File: config.mk
export PLATFORM = sky130hd
export DESIGN_NAME = ysyx_25040109_lsu
export DESIGN_NICKNAME = d
export VERILOG_FILES = /design/src/rtl/ysyx_25040109_lsu_pkg.sv /design/src/rtl/ysyx_25040109_lsu_align.sv /design/src/rtl/ysyx_25040109_lsu.sv
export SDC_FILE = /design/constraint.sdc
export NUM_CORES = 1
export LEC_CHECK = 0
export CAP_MARGIN = 25
export CORE_ASPECT_RATIO = 0.7
export CORE_MARGIN = 2
export CORE_UTILIZATION = 50
export DETAILED_ROUTE_END_ITERATION = 16
export PLACE_DENSITY_LB_ADDON = 0.12
export SLEW_MARGIN = 30
export SYNTH_ARGS = -nofsm -noshare
export SYNTH_HDL_FRONTEND = slang
export SYNTH_HIERARCHICAL = 1
export SYNTH_SLANG_ARGS = --single-unit
File: constraint.sdc
create_clock -name clk -period 5.1 [get_ports clk]
set_clock_uncertainty 0.05 [all_clocks]
set_input_delay 0.765 -clock clk [delete_from_list [all_inputs] [get_ports clk]]
set_output_delay 0.765 -clock clk [all_outputs]
set_load 0.05 [all_outputs]
File: src/rtl/ysyx_25040109_lsu_pkg.sv
// Shared constants and types for the ysyx_25040109 load/store unit.
// Holds the opcode and funct3 codes, the FSM state type and the byte-lane mask width.
package ysyx_25040109_lsu_pkg;

    localparam logic [6:0] OP_LOAD  = 7'b0000011;
    localparam logic [6:0] OP_STORE = 7'b0100011;

    localparam logic [2:0] F3_B  = 3'b000;
    localparam logic [2:0] F3_H  = 3'b001;
    localparam logic [2:0] F3_W  = 3'b010;
    localparam logic [2:0] F3_BU = 3'b100;
    localparam logic [2:0] F3_HU = 3'b101;

    // Access size is funct3[1:0]; 10 and 11 both behave as a word access.
    localparam logic [1:0] SZ_B = 2'b00;
    localparam logic [1:0] SZ_H = 2'b01;

    localparam int unsigned MASK_W = 4;

    typedef enum logic [1:0] {
        ST_IDLE = 2'd0,
        ST_REQ  = 2'd1,
        ST_WAIT = 2'd2,
        ST_DONE = 2'd3
    } lsu_state_e;

endpackage

File: src/rtl/ysyx_25040109_lsu_align.sv
// Combinational byte-lane alignment: store lane masks/replication, load shift and
// sign/zero extension, and the misalignment check for the access width.
module ysyx_25040109_LSU_align
    import ysyx_25040109_lsu_pkg::*;
(
    input  logic [2:0]        funct3,
    input  logic [1:0]        off,
    input  logic [31:0]       wdata,
    input  logic [31:0]       rdata,
    output logic [MASK_W-1:0] wmask,
    output logic [31:0]       lane_wdata,
    output logic [31:0]       load_data,
    output logic              misalign
);

    logic [31:0] shifted;

    always_comb begin
        shifted    = rdata >> {off, 3'b000};
        wmask      = 4'b1111;
        lane_wdata = wdata;
        load_data  = shifted;
        misalign   = |off;
        // funct3[2] selects zero extension; unsupported codes fall into the word case
        case (funct3[1:0])
            SZ_B: begin
                wmask      = 4'b0001 << off;
                lane_wdata = {4{wdata[7:0]}};
                load_data  = {{24{shifted[7] & ~funct3[2]}}, shifted[7:0]};
                misalign   = 1'b0;
            end
            SZ_H: begin
                wmask      = 4'b0011 << off;
                lane_wdata = {2{wdata[15:0]}};
                load_data  = {{16{shifted[15] & ~funct3[2]}}, shifted[15:0]};
                misalign   = off[0];
            end
            default: ;
        endcase
    end

endmodule

File: src/rtl/ysyx_25040109_lsu.sv
// Multi-cycle load/store unit: accepts one instruction, runs at most one memory
// transaction with a response timeout, then hands the result to write-back.
module ysyx_25040109_lsu
    import ysyx_25040109_lsu_pkg::*;
#(
    parameter int unsigned MEM_TIMEOUT = 255
) (
    input  logic              clk,
    input  logic              rst,
    input  logic              in_valid,
    output logic              in_ready,
    input  logic [6:0]        in_opcode,
    input  logic [2:0]        in_funct3,
    input  logic [31:0]       in_result,
    input  logic [31:0]       in_wdata,
    input  logic [4:0]        in_rd,
    input  logic              in_reg_we,
    output logic              mem_req_valid,
    input  logic              mem_req_ready,
    output logic [31:0]       mem_req_addr,
    output logic              mem_req_wen,
    output logic [31:0]       mem_req_wdata,
    output logic [MASK_W-1:0] mem_req_wmask,
    input  logic              mem_resp_valid,
    input  logic [31:0]       mem_resp_rdata,
    output logic              mem_resp_ready,
    output logic              out_valid,
    input  logic              out_ready,
    output logic [31:0]       out_result,
    output logic [4:0]        out_rd,
    output logic              out_reg_we,
    output logic              out_misalign,
    output logic              out_fault
);

    lsu_state_e  state_q, state_d;
    logic [7:0]  cnt_q, cnt_d;
    logic [2:0]  f3_q, f3_d;
    logic [31:0] addr_q, addr_d;
    logic [31:0] wdata_q, wdata_d;
    logic        is_load_q, is_load_d;
    logic        is_store_q, is_store_d;
    logic [31:0] out_result_q, out_result_d;
    logic [4:0]  out_rd_q, out_rd_d;
    logic        out_reg_we_q, out_reg_we_d;
    logic        out_misalign_q, out_misalign_d;
    logic        out_fault_q, out_fault_d;

    logic [2:0]        al_funct3;
    logic [1:0]        al_off;
    logic [MASK_W-1:0] al_wmask;
    logic [31:0]       al_wdata;
    logic [31:0]       al_load;
    logic              al_misalign;
    logic              in_is_load;
    logic              in_is_store;

    // In IDLE the aligner checks the incoming instruction; afterwards it serves the latched one.
    assign al_funct3   = (state_q == ST_IDLE) ? in_funct3 : f3_q;
    assign al_off      = (state_q == ST_IDLE) ? in_result[1:0] : addr_q[1:0];
    assign in_is_load  = (in_opcode == OP_LOAD);
    assign in_is_store = (in_opcode == OP_STORE);

    ysyx_25040109_LSU_align u_align (
        .funct3     (al_funct3),
        .off        (al_off),
        .wdata      (wdata_q),
        .rdata      (mem_resp_rdata),
        .wmask      (al_wmask),
        .lane_wdata (al_wdata),
        .load_data  (al_load),
        .misalign   (al_misalign)
    );

    always_ff @(posedge clk) begin
        if (rst) begin
            state_q        <= ST_IDLE;
            cnt_q          <= '0;
            f3_q           <= '0;
            addr_q         <= '0;
            wdata_q        <= '0;
            is_load_q      <= 1'b0;
            is_store_q     <= 1'b0;
            out_result_q   <= '0;
            out_rd_q       <= '0;
            out_reg_we_q   <= 1'b0;
            out_misalign_q <= 1'b0;
            out_fault_q    <= 1'b0;
        end else begin
            state_q        <= state_d;
            cnt_q          <= cnt_d;
            f3_q           <= f3_d;
            addr_q         <= addr_d;
            wdata_q        <= wdata_d;
            is_load_q      <= is_load_d;
            is_store_q     <= is_store_d;
            out_result_q   <= out_result_d;
            out_rd_q       <= out_rd_d;
            out_reg_we_q   <= out_reg_we_d;
            out_misalign_q <= out_misalign_d;
            out_fault_q    <= out_fault_d;
        end
    end

    always_comb begin
        state_d        = state_q;
        cnt_d          = cnt_q;
        f3_d           = f3_q;
        addr_d         = addr_q;
        wdata_d        = wdata_q;
        is_load_d      = is_load_q;
        is_store_d     = is_store_q;
        out_result_d   = out_result_q;
        out_rd_d       = out_rd_q;
        out_reg_we_d   = out_reg_we_q;
        out_misalign_d = out_misalign_q;
        out_fault_d    = out_fault_q;
        case (state_q)
            ST_IDLE: begin
                if (in_valid) begin
                    f3_d           = in_funct3;
                    addr_d         = in_result;
                    wdata_d        = in_wdata;
                    is_load_d      = in_is_load;
                    is_store_d     = in_is_store;
                    out_result_d   = in_result;
                    out_rd_d       = in_rd;
                    out_misalign_d = 1'b0;
                    out_fault_d    = 1'b0;
                    if (!(in_is_load || in_is_store)) begin
                        out_reg_we_d = in_reg_we;
                        state_d      = ST_DONE;
                    end else if (al_misalign) begin
                        out_reg_we_d   = 1'b0;
                        out_misalign_d = 1'b1;
                        state_d        = ST_DONE;
                    end else begin
                        out_reg_we_d = in_is_load & in_reg_we;
                        state_d      = ST_REQ;
                    end
                end
            end
            ST_REQ: begin
                if (mem_req_ready) begin
                    cnt_d   = '0;
                    state_d = ST_WAIT;
                end
            end
            ST_WAIT: begin
                // A response in the same cycle the count expires takes priority over the fault
                if (mem_resp_valid) begin
                    if (is_load_q) begin
                        out_result_d = al_load;
                    end
                    state_d = ST_DONE;
                end else begin
                    cnt_d = cnt_q + 8'd1;
                    if (cnt_d == 8'(MEM_TIMEOUT)) begin
                        out_fault_d  = 1'b1;
                        out_reg_we_d = 1'b0;
                        state_d      = ST_DONE;
                    end
                end
            end
            ST_DONE: begin
                if (out_ready) begin
                    state_d = ST_IDLE;
                end
            end
            default: state_d = ST_IDLE;
        endcase
    end

    assign in_ready       = (state_q == ST_IDLE);
    assign mem_req_valid  = (state_q == ST_REQ);
    assign mem_req_addr   = {addr_q[31:2], 2'b00};
    assign mem_req_wen    = is_store_q;
    assign mem_req_wdata  = al_wdata;
    assign mem_req_wmask  = is_store_q ? al_wmask : '0;
    assign mem_resp_ready = (state_q == ST_WAIT);
    assign out_valid      = (state_q == ST_DONE);
    assign out_result     = out_result_q;
    assign out_rd         = out_rd_q;
    assign out_reg_we     = out_reg_we_q;
    assign out_misalign   = out_misalign_q;
    assign out_fault      = out_fault_q;

endmodule

==> reports/metrics.yaml, run 1 <==
cells_and_area:
  final_layout_size_suffix_gt1_share_pct: 12.2
  fillers: 1070
  n_antenna_cell: 0
  final_cell_count_no_fill: 1151
  nets: 1096
  area_growth_pct: 38.8
logic_synthesis:
  yosys-top-cells-area: "dfxtp_1, nand2_1, mux2i_1"
  synth.distinct_cells: 54
  synthCells: 819
  ys_ff_latch: 119
  yosysMostFrequentCell: "nand2_1"
  synth.largest_area_cell: "dfxtp_1"
  asyncSetResetFlopFracSynth_pct: 0
  dominantRegCellSynth: "dfxtp_1"
  syn_area_per_cell_um2: 8.09
  synth_top_cell_area_share_pct: 36.0
  ys_top_cells_by_count: "nand2_1, dfxtp_1, a21oi_1, nor2_1, mux2i_1"
  syn_area_um2: 6620
  ys_seq_area_share_pct: 36.0
  synth_edf_count: 0
  ys.warnings.count: 6
worst_setup_path:
  criticalPathCategory: "reg2out"
  arrival_ps: 3650
  cp-end-kind: "primary output"
  startpoint_type: "register"
  cp_max_fo: 17
  required_ps: 4280
routing:
  drc: 0
  drtIter0Drc: 377
  vias: 6077
  first_pass_iters: 5
  viasPerCell: 5.28
  wire_per_inst_um: 16.7
  antenna_left: 0
  drt-total-wl_mm: 19.3
floorplanning:
  die_w_um: 142
  num_io_pins: 231
  rows: 35
  die_h_um: 100
  fp.coreArea_um2: 13100
  start_util_pct: 50.8
  die-area_um2: 14200
clock_network:
  cts_buffers: 17
  htree_levels: 4
  cts-resized-gates: 0
  clock_path_buffers: 2
  tritoncts: "done"
  clk_transition_reported_paths_ps: 60
  post_cts_buffers: 0
  clk_latency_ps: 410
  holdBufCountCts: 0
  clock-sinks: 119
  cts_root_buf: "clkbuf_16"
global_routing:
  grt_pass1_vias: 5686
  antenna_found_initial: 1
  grt_start_max_net_pins: 78
  gr-usage-all-layers_pct: 26.6
  grt_pass1_wl_mm: 29.7
  grt_overflow: 0
placed_design:
  port-buffer-count: 228
  dp.cells: 1119
  hpwl_mm: 14.0
  routabilityCongestion: 0.944
sta:
  fin_crit_sh_pct: 87.5
  fin_crit_ps: 4460
  setup_tns_ps: 0
  rsz0062_at_grt: "false"
  setup_viol: 0
  worst_pin_slew_ps: 940
  relSlewSlack_pct: 37.3
  slew_viol_final: 0
  fmax_mhz: 224
  finalHoldViolations: 0
hold_path:
  hold_class: "reg2reg"
power:
  p_leak_nw: 3.45
  vdd_drop_max_uv: 429
  powerDensity_nw_per_um2: 636
run_status:
  status: "completed"
run:
  maxCapViolCount: 0
## per-layer routing
metal  share of wire (%)  global-route usage (%)  vias up
met2                  42                    39.2      188
li1                    -                       -     3064
met3                 8.8                    9.64       19
met4                0.87                    5.85        2
met5               0.067                       0        -
met1                  48                    37.4     2804
## critical path: stages, from the launching register on
cell	delay, ps
dfxtp_1	350
inv_1	90
ha_1	530
mux2_2	530
or2_1	700
nand2_1	110
nand2_1	100
clkdlybuf4s50_1	810
## placed cells by master, fill, tap and decap left out, types with 3 or more instances in the layout
cell type	instances
buf_4	8
a21oi_2	8
mux2i_1	49
a2bb2oi_1	8
ha_1	5
nand3_1	12
nand3_2	12
nand2b_1	6
nor3_1	4
clkinvlp_4	3
nor2b_1	10
inv_1	4
and3_1	3
o21ai_0	13
a211oi_1	20
a21oi_1	89
nand2_1	209
o21ai_1	4
a21o_1	3
bufinv_16	4
dfxtp_1	119
a211oi_2	21
and2_1	4
clkdlybuf4s50_1	227
clkbuf_16	17
clkinv_2	3
mux2_2	22
nor2_1	56
## cells by family after synthesis
group	count (synthesis)	synth area share, %
other	1	0.0566
XOR/XNOR	2	0.378
AND/OR/NAND/NOR	333	22.4
buffers and inverters	106	9.58
AO/OA/AOI/OAI	180	19.1
flip-flops	119	36.0
adder cells (fa/ha/maj)	6	1.13
multiplexers	72	11.4
## stage by stage
step,utilization (%),cell area (um^2),power (mW),setup slack (ps),hold WS (ps)
after floorplan,-,6630,3.79,1190,383
after global placement,65.6,8560,4.55,937,390
after detailed placement,65.6,8560,4.57,916,396
after CTS,70.5,9190,5.87,638,403
after global routing,70.5,9190,6.16,414,418
final,70.5,9190,5.85,637,400
## registers in the layout, indices dropped and copies added, names as in the netlist
signal,cells
state_q,2
out_reg_we,1
out_result,32
addr_q,32
out_fault,1
out_rd,5
cnt_q,8
f3_q,3
is_load_q,1
mem_req_wen,1
wdata_q,32
out_misalign,1
## power by group
| part | internal, mW | total (mW) | switching [mW] |
|---|---|---|---|
| clock | 0.842 | 1.28 | 0.434 |
| combinational | 1.12 | 3.26 | 2.14 |
| sequential | 1.17 | 1.31 | 0.146 |
## area by class of cell
cell class,count,area (um^2),area share [%]
Tap cell,166,208,2.26
Clock buffer,20,457,4.97
Multi-Input combinational cell,595,3620,39.4
Clock inverter,12,175,1.91
Timing Repair Buffer,235,2330,25.4
Sequential cell,119,2380,25.9
Inverter,4,15.0,0.163
## path summary, 6_finish.rpt
kind,cells after the start,slack (ps),start,end
worst min register to register,2,400,addr_q[9]$_SDFFE_PP0P_,addr_q[9]$_SDFFE_PP0P_
worst max-delay path,7,640,state_q[1]$_SDFFE_PP0P_,mem_req_wdata[9]
worst min-delay path,2,400,addr_q[9]$_SDFFE_PP0P_,addr_q[9]$_SDFFE_PP0P_
worst max register to register,9,1660,state_q[1]$_SDFFE_PP0P_,out_result[18]$_SDFFE_PP0P_
(Power assumes the default switching activity.)
==> run 2, diff against run 1 <==
CORE_UTILIZATION = 42   (was 50)
clock period = 4.1 ns   (was 5.1 ns; I/O delays follow)
==> reports/metrics.yaml, run 2 (synthesis results as in run 1) <==
sta:
  worst_pin_slew_ps: 895  # -45.3 ps
  fin_crit_sh_pct: 94.4
  whs_ps: 398  # -1.50 ps
  relSlewSlack_pct: 40.3  # +3.0 points
  setup_slack_ps: 230  # -407 ps
  finalHoldViolations: 0  # unchanged
  slew_viol_final: 0  # unchanged
  rsz0062_at_grt: "false"
  setup_viol: 0  # unchanged
  fmax_mhz: 258
  setup_tns_ps: 0  # unchanged
  fin_crit_ps: 3870
cells_and_area:
  final_cell_mix: "clkdlybuf4s50_1, nand2_1, dfxtp_1"
  nets: 1098  # +0.18%
  final_common_cell: "clkdlybuf4s50_1"
  utilization_pct: 60.7  # -9.7 points
  final_layout_size_suffix_gt1_share_pct: 13.3  # +1.1 points
  area_growth_pct: 41.7
  n_antenna_cell: 0  # unchanged
  fillers: 1434  # +34%
worst_setup_path:
  arrival_ps: 3200  # -450 ps
  startpoint_type: "register"
  startpoint: "state_q[0]$_SDFFE_PP0P_"
  worstReg2RegStart: "state_q[0]$_SDFFE_PP0P_"
  criticalPathCategory: "reg2out"
  required_ps: 3430  # -850 ps
  cp_max_fo: 20  # +3
  reg2reg_depth: 9  # unchanged
  cp-end-kind: "primary output"
  reg2reg_slack_ps: 640  # -1020 ps
global_routing:
  grt_pass1_vias: 5653  # -0.58%
  grt_pass1_wl_mm: 31.3  # +5.4%
  grt_start_max_net_pins: 98  # +26%
  antenna_found_initial: 0  # -1
  grt_overflow: 0  # unchanged
  gr-usage-all-layers_pct: 23.9  # -2.7 points
clock_network:
  cts_buffers: 17  # unchanged
  clk_transition_reported_paths_ps: 60  # about the same
  clock_path_buffers: 2  # unchanged
  htree_levels: 4  # unchanged
  tritoncts: "done"
  holdBufCountCts: 0  # unchanged
  cts_root_buf: "clkbuf_16"
  clock-sinks: 119  # unchanged
  clk_latency_ps: 410  # about the same
routing:
  drc: 0  # unchanged
  first_pass_iters: 6  # +1
  viasPerCell: 5.10  # -3.4%
  wire_per_inst_um: 17.1  # +2.3%
  drt-total-wl_mm: 20.3  # +5.5%
  antenna_left: 0  # unchanged
  vias: 6054  # -0.38%
  drtIter0Drc: 443  # +18%
run_status:
  status: "completed"
hold_path:
  worstHoldStart: "out_reg_we$_SDFFE_PP0P_"
  whs_path_depth: 2  # unchanged
  hold_class: "reg2reg"
run:
  maxCapViolCount: 0  # unchanged
floorplanning:
  fp.coreArea_um2: 15500  # +18%
  die_w_um: 154  # +8.9%
  rows: 38  # +8.6%
  die-area_um2: 16800  # +18%
  die_h_um: 109  # +8.7%
  start_util_pct: 42.9  # -7.9 points
  num_io_pins: 231  # unchanged
power:
  intPower_mw: 4.07  # +30%
  comb_power_share_pct: 55.4  # -0.3 points
  p_leak_nw: 3.53  # +2.3%
  power_frac_clock_pct: 22.8  # +1.0 points
  powerDensity_nw_per_um2: 800  # +26%
  vdd_drop_max_uv: 493  # +15%
  swShare_pct: 45.8  # -0.66 points
  p_sw_mw: 3.44  # +27%
  pwr-share-seq_pct: 21.8  # -0.6 points
placed_design:
  place_ws_ps: 555  # -361 ps
  port-buffer-count: 228  # unchanged
  routabilityCongestion: 0.865  # -8.4%
  hpwl_mm: 14.7  # +5.0%
[run 2: timing repair]
item | in CTS | in global routing
hold endpoints to repair | 0 | 0
setup endpoints to repair | 0 | 2
gates resized for setup | 0 | 1
buffers inserted | 0 | 0
[run 2: layout make-up]
class	instances	area [um^2]	share of cell area (%)
clock buffers	20	447	4.76
clock inverters	12	224	2.39
inverters	4	15.0	0.160
multi-input cells	595	3620	38.6
flip-flops and latches	119	2380	25.4
well taps	200	250	2.67
repair buffers	237	2440	26.0
[run 2: worst max-delay path, stage by stage, from the launching register on]
cell             delay (ps)
dfxtp_1                 340
inv_1                   100
ha_1                    490
buf_4                   230
mux2_2                  510
o21ai_0                 210
nand2b_1                 70
and2_1                  150
clkdlybuf4s50_1         700
[run 2: per-stage QoR]
| stage | total power [mW] | std cells | instance area [um^2] |
|---|---|---|---|
| after floorplan | 4.71 | 820 | 6630 |
| after global placement | 5.78 | 1155 | 8710 |
| final | 7.50 | 1187 | 9380 |
| after global routing | 7.91 | 1187 | 9380 |
| after detailed placement | 5.80 | 1155 | 8710 |
| after CTS | 7.54 | 1187 | 9380 |
[run 2: power by group through the flow]
stage / combinational, mW / sequential (mW) / clock [mW]
after global routing: 4.45 / 1.67 / 1.79
after CTS: 4.18 / 1.63 / 1.74
after floorplan: 2.52 / 2.19 / 0
final: 4.16 / 1.63 / 1.71
after global placement: 4.14 / 1.64 / 0
after detailed placement: 4.15 / 1.65 / 0
[run 2: worst paths after layout]
check,endpoint
worst max register to register,out_result[19]$_SDFFE_PP0P_
worst max-delay path,mem_req_wmask[3]
worst min register to register,out_reg_we$_SDFFE_PP0P_
worst min-delay path,out_reg_we$_SDFFE_PP0P_
[run 2: metal layers]
metal / vias to the layer above / part of all wire (%) / GRT usage (%)
li1: 3057 / - / -
met1: 2803 / 53 / 35.9
met3: 24 / 6.1 / 7.47
met5: - / 0 / 0
met4: 0 / 1.3 / 5.61
met2: 170 / 40 / 32.8
==> run 3, diff against run 2 <==
CORE_UTILIZATION = 40   (was 42)
==> reports/metrics.yaml, run 3 (synthesis results as in run 1) <==
run_status:
  status: "completed"
power:
  powerDensity_nw_per_um2: 781  # -2.3%
  vdd_drop_max_uv: 400  # -19%
  p_leak_nw: 3.48  # -1.4%
floorplanning:
  die_h_um: 112  # +2.4%
  die-area_um2: 17600  # +4.8%
  start_util_pct: 40.8  # -2.1 points
  fp.coreArea_um2: 16200  # +5.2%
  die_w_um: 158  # +2.4%
  rows: 39  # +2.6%
  num_io_pins: 231  # unchanged
global_routing:
  antenna_found_initial: 0  # unchanged
  gr-usage-all-layers_pct: 23.4  # -0.51 points
  grt_start_max_net_pins: 71  # -28%
  grt_overflow: 0  # unchanged
  grt_pass1_vias: 5551  # -1.8%
  grt_pass1_wl_mm: 31.8  # +1.7%
cells_and_area:
  final_cell_mix: "clkdlybuf4s50_1, nand2_1, dfxtp_1"
  area_growth_pct: 40.6
  n_antenna_cell: 0  # unchanged
  final_common_cell: "clkdlybuf4s50_1"
  nets: 1099  # +0.091%
  utilization_pct: 57.3  # -3.4 points
  final_layout_size_suffix_gt1_share_pct: 13.0  # -0.29 points
  final_cell_area_um2: 9310  # -0.75%
clock_network:
  post_cts_buffers: 0  # unchanged
  cts_root_buf: "clkbuf_16"
  clock-sinks: 119  # unchanged
  cts-resized-gates: 0  # unchanged
  clk_latency_ps: 410  # about the same
  tritoncts: "done"
  holdBufCountCts: 0  # unchanged
  cts_buffers: 17  # unchanged
  htree_levels: 4  # unchanged
  clock_path_buffers: 2  # unchanged
  clk_transition_reported_paths_ps: 50  # about the same
sta:
  setup_slack_ps: 324  # +93.5 ps
  rsz0062_at_grt: "false"
  setup_tns_ps: 0  # unchanged
  slew_viol_final: 0  # unchanged
  setup_viol: 0  # unchanged
  finalHoldViolations: 0  # unchanged
  fin_crit_ps: 3780  # -93.5 ps
  fin_crit_sh_pct: 92.1  # -2.3 points
  worst_pin_slew_ps: 922  # +27.3 ps
  fmax_mhz: 265  # +2.5%
  relSlewSlack_pct: 38.5  # -1.8 points
placed_design:
  routabilityCongestion: 0.860  # -0.58%
  placed_area_um2: 8740  # +0.26%
  port-buffer-count: 228  # unchanged
  place_ws_ps: 530  # -25.3 ps
  hpwl_mm: 14.9  # +1.4%
routing:
  viasPerCell: 5.00  # -2.0%
  antenna_left: 0  # unchanged
  drt-total-wl_mm: 20.5  # +0.89%
  wire_per_inst_um: 16.9  # -1.1%
  first_pass_iters: 5  # -1
  drc: 0  # unchanged
  vias: 6055  # +0.017%
  drtIter0Drc: 442  # -0.23%
worst_setup_path:
  required_ps: 3430  # about the same
  cp-end-kind: "primary output"
  critPathMostFrequentCell: "nand2_1"
  arrival_ps: 3110  # -90 ps
  startpoint_type: "register"
  critPathMaxStageDelay_ps: 780  # +80 ps
  cp_max_fo: 36  # +80%
  slowest_stage: "or2_1"
  criticalPathCategory: "reg2out"
  worstPathCellList: "inv_1 > ha_1 > mux2_2 > or2_1 > nand2_1 > nand2_1 > buf_12"
run:
  maxCapViolCount: 0  # unchanged
hold_path:
  hold_class: "reg2reg"
## run 3: critical path: cells and delay by family, from the launching register on
family                   cells  cell delay [ps]
multiplexers                 1              700
buffers and inverters        2              230
flip-flops                   1              390
adder cells (fa/ha/maj)      1              290
AND/OR/NAND/NOR              3             1070
## run 3: cell type report
| cell class | count | area [um^2] |
|---|---|---|
| fill | 1531 | 6940 |
| multi-input combinational | 595 | 3620 |
| timing repair buffer | 238 | 2430 |
| sequential | 119 | 2380 |
| clock buffer | 21 | 450 |
| tap | 225 | 282 |
| clock inverter | 9 | 128 |
| inverter | 4 | 15.0 |
## run 3: final timing paths
kind	startpoint	endpoint	slack (ps)	cells after the start
max reg2reg	state_q[1]$_SDFFE_PP0P_	out_result[18]$_SDFFE_PP0P_	720	9
min reg2reg	f3_q[2]$_SDFFE_PP0P_	f3_q[2]$_SDFFE_PP0P_	400	2
max	state_q[1]$_SDFFE_PP0P_	mem_req_wdata[15]	320	7
min	f3_q[2]$_SDFFE_PP0P_	f3_q[2]$_SDFFE_PP0P_	400	2
## run 3: per-stage QoR
stage / instances / power (mW) / hold WS (ps)
after CTS: 1211 / 7.32 / 404
final: 1211 / 7.28 / 401
after detailed placement: 1181 / 5.81 / 396
after global routing: 1211 / 7.69 / 420
after global placement: 1181 / 5.79 / 391
after floorplan: 820 / 4.71 / 383
## run 3: metal layers
layer  GRT usage, %  routed length, um
met1           36.5              10800
met2           31.2               8140
met3           6.77               1400
met4           5.27                176
met5              0                  0
## run 3: where the power goes
part           internal, mW  leakage (nW)  switching (mW)  total, mW
logic                  1.45          2.23            2.71       4.16
clock network         0.960         0.275           0.523       1.48
registers              1.45         0.976           0.182       1.63
total                  3.86          3.48            3.41       7.28
